$ cat src/rtl/stream_aggregator.sv
// stream_aggregator: packs FETCH_WIDTH sender words into one wide receiver vector
// Ports: clk, rst (sync, active-high); sender_data/sender_empty_n/sender_deq (FWFT word side);
// receiver_data/receiver_full_n/receiver_enq (wide vector side); flush only with AGGREGATOR_FLUSH_EN.
module stream_aggregator #(
  parameter int DATA_WIDTH  = 8,
  parameter int FETCH_WIDTH = 2
) (
  input  logic                              clk,
  input  logic                              rst,
`ifdef AGGREGATOR_FLUSH_EN
  input  logic                              flush,
`endif
  input  logic [DATA_WIDTH-1:0]             sender_data,
  input  logic                              sender_empty_n,
  output logic                              sender_deq,
  output logic [FETCH_WIDTH*DATA_WIDTH-1:0] receiver_data,
  input  logic                              receiver_full_n,
  output logic                              receiver_enq
);
  localparam int CW = $clog2(FETCH_WIDTH + 1);
  localparam logic [CW-1:0] FULL_CNT = CW'(FETCH_WIDTH);
  logic [CW-1:0] cnt_q, cnt_d;
  logic [FETCH_WIDTH*DATA_WIDTH-1:0] data_q, data_d;
  logic full, flush_act;
  assign receiver_data = data_q;
  always_comb begin
    full = cnt_q == FULL_CNT;
`ifdef AGGREGATOR_FLUSH_EN
    flush_act = flush && cnt_q != '0 && !full;
`else
    flush_act = 1'b0;
`endif
    receiver_enq = !rst && full && receiver_full_n;
    sender_deq = !rst && sender_empty_n && (!full || receiver_full_n) && !flush_act;
    cnt_d = cnt_q;
    data_d = data_q;
    if (flush_act) begin
      cnt_d = FULL_CNT;
      for (int k = 0; k < FETCH_WIDTH; k++)
        if (CW'(k) >= cnt_q) data_d[k*DATA_WIDTH +: DATA_WIDTH] = '0;
    end else if (receiver_enq) begin
      // draining and refilling on the same edge starts the next group at lane 0
      cnt_d = sender_deq ? CW'(1) : '0;
      if (sender_deq) data_d[DATA_WIDTH-1:0] = sender_data;
    end else if (sender_deq) begin
      cnt_d = cnt_q + CW'(1);
      for (int k = 0; k < FETCH_WIDTH; k++)
        if (CW'(k) == cnt_q) data_d[k*DATA_WIDTH +: DATA_WIDTH] = sender_data;
    end
  end
  always_ff @(posedge clk) begin
    if (rst) begin
      cnt_q <= '0;
      data_q <= '0;
    end else begin
      cnt_q <= cnt_d;
      data_q <= data_d;
    end
  end
endmodule

$ cat config.mk
export PLATFORM = sky130hd
export DESIGN_NAME = stream_aggregator
export DESIGN_NICKNAME = d
export VERILOG_FILES = /design/src/rtl/stream_aggregator.sv
export SDC_FILE = /design/constraint.sdc
export NUM_CORES = 1
export LEC_CHECK = 0
export BUFFER_PORTS_ARGS = -buffer_cell sky130_fd_sc_hd__buf_2
export CORE_MARGIN = 2
export CORE_UTILIZATION = 30
export CTS_CLUSTER_DIAMETER = 40
export CTS_CLUSTER_SIZE = 10
export DETAILED_ROUTE_END_ITERATION = 16
export PLACE_DENSITY = 0.64
export SLEW_MARGIN = 0
export SYNTH_ARGS = -nofsm -noshare
export SYNTH_HDL_FRONTEND = slang
export SYNTH_SLANG_ARGS = --single-unit
$ cat constraint.sdc
create_clock -name clk -period 2.44 [get_ports clk]
set_clock_uncertainty 0.2 [all_clocks]
set_input_delay 0.244 -clock clk [delete_from_list [all_inputs] [get_ports clk]]
set_output_delay 0.244 -clock clk [all_outputs]
set_load 0.01 [all_outputs]
==> reports/metrics.yaml, run 1 <==
cp_data_required_time_ns: 2.00
crit_arrival_ns: 1.52
hold_viol: 0
grt_first_pass_wirelength_mm: 3.01
synth_warnings: 0
clock-sinks: 18
clockBufferDepth: 2
p_leak_nw: 0.474
cts_tree: "yes"
start_kind: "flip-flop"
dr.pass1.iters: 4
first_global_vias: 695
die_area_sq_um: 3180
worst-r2r-setup-slack_ns: 0.56
fmax_mhz: 510
ant_nets: 0
layout_common_cells: "buf_2 (29), dfxtp_1 (18), nor2_1 (11)"
drt_iter0_drc: 7
clkLatencyLatePin_ns: 0.29
hold_depth: 4
wirelength_mm: 1.77
powerDensity_nw_per_um2: 574
critical_path.max_fanout: 6
die_h_um: 56.4
syn_to_final_growth_pct: 31.9
fp.dieW_um: 56.4
slew_viol_final: 0
syn_inst: 83
timing.rr.start: "cnt_q[0]"
drive_gt1_frac: 0.364
crit_type: "flip-flop to output port"
grt_overflow: 0
cts_setup_buffers: 0
grt_max_degree: 22
wl_per_cell_um: 12.0
setup_viol: 0
initial_core_util: 0.324
syn_nets: 98
min-delay-start: "receiver_full_n"
dp.final_hpwl_mm: 1.31
r2r_cells: 5
hp-class: "input pin to flip-flop"
syn_avg_cell_area_sq_um: 9.92
port_buffers: 29
io_pins: 30
core-area_sq_um: 2540
slew_headroom: 0.596
netlist_area_sq_um: 823
yosysUniqueCellTypes: 23
via_per_inst: 4.80
nNetsFinal: 134
worst_slew_pin_slew_ns: 0.605
grt_setup_unrepaired: "false"
fin_tns_setup_ns: 0
cts_root_buffer: "clkbuf_4"
timing.rr.end: "receiver_data[13]"
drcViolationCount: 0
grt_usage: 0.121
synth.ff_latch_count: 18
layout_commonest_cell: "buf_2"
status: "finished clean"
diodes: 0
antenna_found_initial: 0
postLayoutCoreUtil: 0.427
drv_cap: 0
synth-seq-area-share: 0.438
holdPathEnd: "cnt_q[0]"
cts-buffers-inserted: 3
via_count: 711
cp-end-kind: "output port"
rows: 18
clkSlewWorstSetupHoldPaths_ns: 0.10
fin_crit_sh: 0.803
ir_drop_mv: 0.352
gp_congestion: 0.656
htree_levels: 1
post-route-min-period_ns: 1.96
critical path: stages, from the launching register on:
cell and delay, ns:
dfxtp_1 0.35, inv_1 0.08, ha_1 0.27, or2b_1 0.26
and2_1 0.13, buf_2 0.13
logic make-up (layout without fill, tap and decap cells):
family                   Yosys count  in the layout  synth area share
multiplexers                      10             10             0.128
AND/OR/NAND/NOR                   17             17             0.103
buffers and inverters             16             51            0.0897
adder cells (fa/ha/maj)            3              3            0.0456
AO/OA/AOI/OAI                     19             19             0.196
flip-flops                        18             18             0.438
synthesized netlist by cell type:
cell type  count  area (sq um)
a31o_1         2          17.5
nor2b_1        1          6.26
a211oi_2       2          25.0
a31o_2         6          52.6
nand2_1        1          3.75
a211oi_1       6          45.0
buf_2          2          10.0
ha_1           3          37.5
a2111oi_0      1          8.76
clkbuf_1       2          7.51
mux2_4         1          15.0
buf_4          1          7.51
a21oi_1        1          5.00
and2b_1        1          7.51
and2_1         1          6.26
a22oi_1        1          7.51
inv_1         10          37.5
and4bb_2       1          12.5
mux2i_1        9          90.1
dfxtp_1       18           360
nor2_1        11          41.3
or2b_1         1          7.51
buf_6          1          11.3
final cells by class:
type                    count  area, sq um
fillers                   280         1460
multi-input cells          49          389
flip-flops and latches     18          360
repair buffers             37          225
inverters                  10         37.5
well taps                  30         37.5
clock buffers               4         36.3
routing by layer:
layer / share of wire / global-route usage
met4: 0 / 0.0136
met1: 0.45 / 0.141
met3: 0.070 / 0.0599
met5: 0 / 0
met2: 0.48 / 0.207
registers in the layout, summed over array words and instances, names as in the netlist:
name	cells
cnt_q	2
receiver_data	16
metrics by stage:
stage	worst slack (ns)	cell area (sq um)	power, mW	hold WS, ns	std cells
after floorplan	0.741	823	0.406	0.178	83
after global placement	0.603	970	0.435	0.268	136
after detailed placement	0.566	970	0.440	0.278	136
after CTS	0.466	1090	0.636	0.116	148
after global routing	0.356	1090	0.659	0.140	148
final	0.481	1090	0.624	0.129	148
timing repair:
action,CTS,global route
setup endpoints to repair,0,0
endpoints found under the hold margin,11,0
hold buffers,8,0
gates resized for setup,0,0
worst max-delay path by stage:
stage / start / to / slack, ns / cells past startpoint
5_1_grt: cnt_q[0] / sender_deq / 0.36 / 5
4_1_cts: cnt_q[0] / sender_deq / 0.47 / 5
6_report: cnt_q[0] / sender_deq / 0.48 / 5
3_3_place_gp: cnt_q[0] / receiver_data[10] / 0.60 / 5
2_1_floorplan: cnt_q[0] / receiver_data[5] / 0.74 / 6
3_5_place_dp: cnt_q[0] / receiver_data[13] / 0.57 / 5
power by group:
group | internal, mW | switching, mW | leakage (nW)
Combinational | 0.0560 | 0.0638 | 0.306
Sequential | 0.311 | 0.00941 | 0.147
Clock | 0.0910 | 0.0922 | 0.0210
Total | 0.458 | 0.165 | 0.474
No activity file was read; power rests on OpenSTA's default activity.
==> inputs of run 2 (changes only) <==
--- a/config.mk
+++ b/config.mk
@@ -5,13 +5,14 @@
 export SDC_FILE = /design/constraint.sdc
 export NUM_CORES = 1
 export LEC_CHECK = 0
+export ABC_AREA = 1
 export BUFFER_PORTS_ARGS = -buffer_cell sky130_fd_sc_hd__buf_2
 export CORE_MARGIN = 2
 export CORE_UTILIZATION = 30
 export CTS_CLUSTER_DIAMETER = 40
 export CTS_CLUSTER_SIZE = 10
 export DETAILED_ROUTE_END_ITERATION = 16
-export PLACE_DENSITY = 0.64
+export PLACE_DENSITY = 0.65
 export SLEW_MARGIN = 0
 export SYNTH_ARGS = -nofsm -noshare
 export SYNTH_HDL_FRONTEND = slang
==> constraint.sdc (replaced) <==
create_clock -name clk -period 1.73 [get_ports clk]
set_clock_uncertainty 0.2 [all_clocks]
set_input_delay 0.173 -clock clk [delete_from_list [all_inputs] [get_ports clk]]
set_output_delay 0.173 -clock clk [all_outputs]
set_load 0.01 [all_outputs]
==> run 2 against run 1 <==
The run now ends with negative hold slack left. Global-route usage is 0.66 points higher. Synthesized cell count rose by 42%. Utilization shrank 0.11 points. Flip-flop and latch count did not move. Via count is 22% higher. Sequential power increased by 41%. Register-to-register slack worse by 0.43 ns.
==> reports/metrics.yaml, run 2 <==
grt_usage: 0.128  # was 0.121
syn_nets: 133  # was 98
fin_crit_sh: 0.982
ant_nets: 0  # unchanged
start_kind: "flip-flop"  # unchanged
diodes: 0  # unchanged
worst_slew_pin_slew_ns: 0.231  # was 0.605 ns
htree_levels: 1  # unchanged
fp.dieW_um: 59.4  # was 56.4 um
first_global_vias: 791  # was 695
layout_commonest_cell: "buf_2"  # unchanged
synth-main-ff-cell: "dfxtp_1"  # unchanged
grt_overflow: 0  # unchanged
finalPower_uw: 928  # was 624 uW
critical_path.max_fanout: 4  # was 6
crit_family: "flip-flops"  # was simple AND/OR/NAND/NOR gates
syn_inst: 118  # was 83
wirelength_mm: 2.01  # was 1.77 mm
wl_per_cell_um: 10.3  # was 12.0 um
synth-edff-count: 0  # unchanged
crit_slowest_cell: "dfxtp_2"  # was dfxtp_1
setup_viol: 0  # unchanged
clockBufferDepth: 2  # unchanged
synth_common_cells: "nand2_1 (24), nor2_1 (24), dfxtp_1 (18)"  # was dfxtp_1 (18), nor2_1 (11), inv_1 (10)
critPathLaunch: "cnt_q[0]"  # unchanged
drt_iter0_drc: 22  # was 7
fin_cells: 194  # was 148
timing.rr.start: "cnt_q[0]"  # unchanged
layout_common_cells: "buf_2 (28), nand2_1 (24), nor2_1 (24)"  # was buf_2 (29), dfxtp_1 (18), nor2_1 (11)
nNetsFinal: 177  # was 134
dr.pass1.iters: 4  # unchanged
hp-class: "input pin to flip-flop"  # unchanged
via_count: 868  # was 711
grt_max_degree: 20  # was 22
drive_gt1_frac: 0.379  # was 0.364
violations: "negative hold slack"
io_pins: 30  # unchanged
cts_root_buffer: "clkbuf_4"  # unchanged
grt_setup_unrepaired: "true"  # was false
grt_first_pass_wirelength_mm: 3.35  # was 3.01 mm
hold_viol: 2  # was 0
synth-seq-area-share: 0.392  # was 0.438
drcViolationCount: 0  # unchanged
status: "finished with violations"  # was finished clean
syn_avg_cell_area_sq_um: 7.79  # was 9.92 sq um
post-route-min-period_ns: 1.70
cp_data_required_time_ns: 1.36  # was 2.00 ns
ir_drop_mv: 0.232  # was 0.352 mV
die_area_sq_um: 3520  # was 3180 sq um
crit_chain: "inv_4, ha_4, inv_4, nor2_4, nor2_4, buf_12, buf_6"  # was inv_1, ha_1, or2b_1, and2_1, buf_2
dp.cells: 178  # was 136
drv_cap: 0  # unchanged
yosysUniqueCellTypes: 22  # was 23
core-area_sq_um: 2980  # was 2540 sq um
slew_viol_final: 0  # unchanged
yosysTopAreaCellShare: 0.392  # was 0.438
p_leak_nw: 0.625  # was 0.474 nW
antenna_found_initial: 0  # unchanged
dp.final_hpwl_mm: 1.38  # was 1.31 mm
largest_reg_flops: 16  # unchanged
hold_ws_ns: -0.00447  # was 0.129 ns
synth_top_cell_by_area: "dfxtp_1"  # unchanged
die_h_um: 59.4  # was 56.4 um
port_buffers: 29  # unchanged
clkLatencyLatePin_ns: 0.30  # was 0.29 ns
fmax_mhz: 588
gp_congestion: 0.719  # was 0.656
async_flop_share: 0  # unchanged
syn_to_final_growth_pct: 37.8  # was 31.9%
cp_num_buf_inv: 4  # was 2
slew_headroom: 0.845  # was 0.596
powerDensity_nw_per_um2: 732  # was 574 nW/um^2
synth.ff_latch_count: 18  # unchanged
synth_warnings: 0  # unchanged
cts_tree: "yes"  # unchanged
crit_type: "flip-flop to output port"  # unchanged
min-delay-start: "sender_data[2]"  # was receiver_full_n
via_per_inst: 4.47  # was 4.80
clock-sinks: 18  # unchanged
slowest_delay_ns: 0.35  # about the same
netlist_top_cells_area: "dfxtp_1 (39%), nand2_1 (9.8%), nor2_1 (9.8%), a21oi_2 (7.6%), inv_1 (5.3%)"  # was dfxtp_1 (44%), mux2i_1 (11%), a31o_2 (6.4%), a211oi_1 (5.5%), nor2_1 (5.0%)
crit_arrival_ns: 1.33  # was 1.52 ns
clkSlewWorstSetupHoldPaths_ns: 0.11  # was 0.10 ns
initial_core_util: 0.309  # was 0.324
rows: 20  # was 18
netlist_area_sq_um: 920  # was 823 sq um
cts-buffers-inserted: 3  # unchanged
cp-end-kind: "output port"  # unchanged
==> run 2: cell count changes after synthesis, sizes merged, moves of 3 or more <==
cell,before,now
nor3,0,3
inv,10,14
a31o,8,0
a211oi,8,0
nand2,1,26
nor2,11,27
mux2i,9,0
nand3,0,9
a21oi,1,11
==> run 2: per-stage QoR <==
stage	utilization	TNS, ns	hold slack (ns)	cell area (sq um)	worst slack, ns
floorplan	-	0	0.0421	920	0.155
global placement	0.368	0	0.215	1090	0.113
detailed placement	0.368	0	0.215	1090	0.0509
CTS	0.416	0	0.00136	1240	0.0124
global route	0.426	-0.0319	0.0240	1270	-0.0319
finish	0.426	0	-0.00447	1270	0.0304
==> run 2: worst register-to-register path: stages, from the launching register on <==
cell and delay, ns:
dfxtp_2 0.37, inv_4 0.05, ha_4 0.17, inv_4 0.06, nor2_4 0.04, nor2_4 0.13
buf_12 0.11, buf_6 0.17, nand3_1 0.10, nand2_1 0.07, nor2_1 0.04
==> run 2: cells by family after synthesis <==
| family | after synthesis | share of synthesized area |
|---|---|---|
| AND/OR/NAND/NOR | 66 | 0.347 |
| flip-flops | 18 | 0.392 |
| adder cells (fa/ha/maj) | 3 | 0.0408 |
| AO/OA/AOI/OAI | 12 | 0.0980 |
| buffers and inverters | 19 | 0.122 |
==> run 2: layout make-up <==
type	count	area, sq um
Tap cell	33	41.3
Multi-Input combinational cell	81	459
Timing Repair Buffer	43	303
Sequential cell	18	362
Fill cell	294	1710
Clock buffer	4	36.3
Inverter	15	66.3
==> run 2: what timing repair did <==
action | 4_1_cts | 5_1_grt
setup endpoints to repair | 2 | 10
buffers inserted | 3 | 2
gates resized for setup | 4 | 4
hold endpoints to repair | 7 | 0
pin swaps | 0 | 1
hold buffers | 7 | 0
==> run 2: final timing paths <==
path	end	slack, ns	depth (start not counted)
setup / recovery	sender_deq	0.03	7
hold / removal	receiver_data[10]	-0.004	5
setup reg to reg	receiver_data[7]	0.13	10
hold reg to reg	receiver_data[10]	0.29	2
==> run 2: per-layer routing <==
metal | global-route usage | part of all wire | vias up
met1 | 0.162 | 0.45 | 392
met3 | 0.0218 | 0.045 | 5
met2 | 0.196 | 0.47 | 20
met5 | 0 | 0 | -
met4 | 0.0877 | 0.030 | 0
li1 | - | - | 451
==> run 2: power by group <==
part / internal [mW] / switching [mW]
combinational: 0.0955 / 0.111
clock: 0.129 / 0.138
sequential: 0.439 / 0.0149
==> inputs of run 3 (changes only) <==
--- a/config.mk
+++ b/config.mk
@@ -7,7 +7,7 @@
 export LEC_CHECK = 0
 export ABC_AREA = 1
 export BUFFER_PORTS_ARGS = -buffer_cell sky130_fd_sc_hd__buf_2
-export CORE_MARGIN = 2
+export CORE_MARGIN = 1
 export CORE_UTILIZATION = 30
 export CTS_CLUSTER_DIAMETER = 40
 export CTS_CLUSTER_SIZE = 10
==> run 3 against run 2 <==
The run ends with design-rule violations left. Wire length down 3.5%. Clock power shrank 4%. Flip-flop and latch count stayed put. Register-to-register slack worse by 0.04 ns. Maximum frequency is 2.5% higher. Power fell by 2.7%. Cell area is 4.6% lower. Sequential share of layout area grew 1.3 points. Largest power group unchanged.
==> reports/metrics.yaml, run 3 (synthesized netlist as in run 2, its figures left out) <==
critical_path.max_fanout: 5  # was 4
slew_viol_final: 0  # unchanged
syn_to_final_growth_pct: 31.4  # was 37.8%
start_kind: "flip-flop"  # unchanged
antenna_found_initial: 0  # unchanged
grt_first_pass_wirelength_mm: 3.33  # was 3.35 mm
die_area_sq_um: 3290  # was 3520 sq um
via_per_inst: 4.47  # about the same
pwr-share-comb: 0.215  # was 0.223
port_buffers: 29  # unchanged
die_h_um: 57.4  # was 59.4 um
cp-end-kind: "output port"  # unchanged
fp.dieW_um: 57.4  # was 59.4 um
htree_levels: 1  # unchanged
switching_share: 0.277  # was 0.285
wirelength_mm: 1.93  # was 2.01 mm
worst_slew_pin_slew_ns: 0.199  # was 0.231 ns
grt_max_degree: 20  # unchanged
grt_usage: 0.127  # was 0.128
status: "finished with violations"  # unchanged
grt_setup_unrepaired: "false"  # was true
violations: "design-rule violations"  # was negative hold slack
cts-buffers-inserted: 3  # unchanged
post-route-min-period_ns: 1.66  # was 1.70 ns
via_count: 845  # was 868
drt_iter0_drc: 33  # was 22
io_pins: 30  # unchanged
gp_congestion: 0.711  # was 0.719
wl_per_cell_um: 10.2  # was 10.3 um
diodes: 0  # unchanged
clkLatencyLatePin_ns: 0.29  # was 0.30 ns
drive_gt1_frac: 0.380  # was 0.379
crit_type: "flip-flop to output port"  # unchanged
layout_commonest_cell: "buf_2"  # unchanged
layout_common_cells: "buf_2 (29), nand2_1 (24), nor2_1 (24)"  # was buf_2 (28), nand2_1 (24), nor2_1 (24)
post-place-ws_ns: 0.0295  # was 0.0509 ns
fillers: 301  # was 294
multi_input_area_sq_um: 459  # unchanged
nNetsFinal: 174  # was 177
clock-sinks: 18  # unchanged
fin_ws_ns: 0.0717  # was 0.0304 ns
p_leak_nw: 0.605  # was 0.625 nW
cp_data_required_time_ns: 1.36  # about the same
dp.cells: 178  # unchanged
first_global_vias: 809  # was 791
drv_cap: 0  # unchanged
power_frac_seq: 0.502  # was 0.490
initial_core_util: 0.325  # was 0.309
ant_nets: 0  # unchanged
crit_arrival_ns: 1.29  # was 1.33 ns
rows: 19  # was 20
cts_tree: "yes"  # unchanged
fmax_mhz: 603  # was 588 MHz
slew_headroom: 0.866  # was 0.845
powerDensity_nw_per_um2: 747  # was 732 nW/um^2
clkSlewWorstSetupHoldPaths_ns: 0.10  # was 0.11 ns
dp.final_hpwl_mm: 1.49  # was 1.38 mm
setup_viol: 0  # unchanged
cts_root_buffer: "clkbuf_4"  # unchanged
largest_reg_flops: 16  # unchanged
clockBufferDepth: 2  # unchanged
p_int_uw: 653  # was 663 uW
fin_tns_setup_ns: 0  # unchanged
p_switching_uw: 250  # was 265 uW
ir_drop_mv: 0.428  # was 0.232 mV
regArea_sq_um: 360  # was 362 sq um
hp-class: "input pin to flip-flop"  # unchanged
dr.pass1.iters: 10  # was 4
clock_power_share: 0.283  # was 0.288
core-area_sq_um: 2830  # was 2980 sq um
fin_cells: 189  # was 194
grt_overflow: 0  # unchanged
drcViolationCount: 5  # was 0
fin_crit_sh: 0.959  # was 0.982
hold_viol: 0  # was 2
==> run 3: repair_timing <==
item	CTS	global route
cloned	0	0
endpoints found under the setup margin	1	10
hold buffers	4	0
resized for setup	2	2
endpoints found under the hold margin	5	0
buffers inserted	1	2
pin swaps	1	0
==> run 3: final cells by class <==
cell class              count  share of cell area
clock buffers               4              0.0300
inverters                  15              0.0528
multi-input cells          81               0.380
flip-flops and latches     18               0.298
well taps                  31              0.0321
repair buffers             40               0.207
==> run 3: metal layers <==
layer / GRT usage / part of all wire / wire length, um
met2: 0.233 / 0.52 / 998
met1: 0.139 / 0.43 / 836
met5: 0 / 0 / 0
met3: 0.0385 / 0.048 / 92
met4: 0.0418 / 0.0031 / 6
==> run 3: per-stage QoR <==
stage                     total power [mW]  instance area (sq um)   util  hold slack (ns)
after floorplan                      0.591                    920      -           0.0421
after global placement               0.638                   1090  0.387            0.223
after detailed placement             0.643                   1090  0.387            0.227
after CTS                            0.910                   1190  0.421          0.00643
after global routing                 0.948                   1210  0.427           0.0136
final                                0.903                   1210  0.427          0.00657
==> run 3: worst max-delay path, stage by stage (launching register included) <==
cell and delay, ns:
dfxtp_1 0.36, inv_2 0.07, ha_4 0.18, inv_2 0.08, nor2_4 0.05, nor2_4 0.11, buf_2 0.14
==> run 3: final timing paths <==
path	from	end	slack, ns	cells after the start
worst min-delay path	sender_data[6]	receiver_data[14]	0.007	5
worst max register to register	cnt_q[0]	receiver_data[5]	0.09	9
worst min register to register	receiver_data[9]	receiver_data[9]	0.29	2
worst max-delay path	cnt_q[0]	sender_deq	0.07	6
==> run 3: power by group through the flow <==
stage          Sequential (mW)  Combinational [mW]  Clock, mW
3_3_place_gp             0.461               0.177          0
3_5_place_dp             0.463               0.179          0
6_report                 0.454               0.194      0.255
4_1_cts                  0.454               0.190      0.266
5_1_grt                  0.457               0.217      0.273
2_1_floorplan            0.473               0.119          0
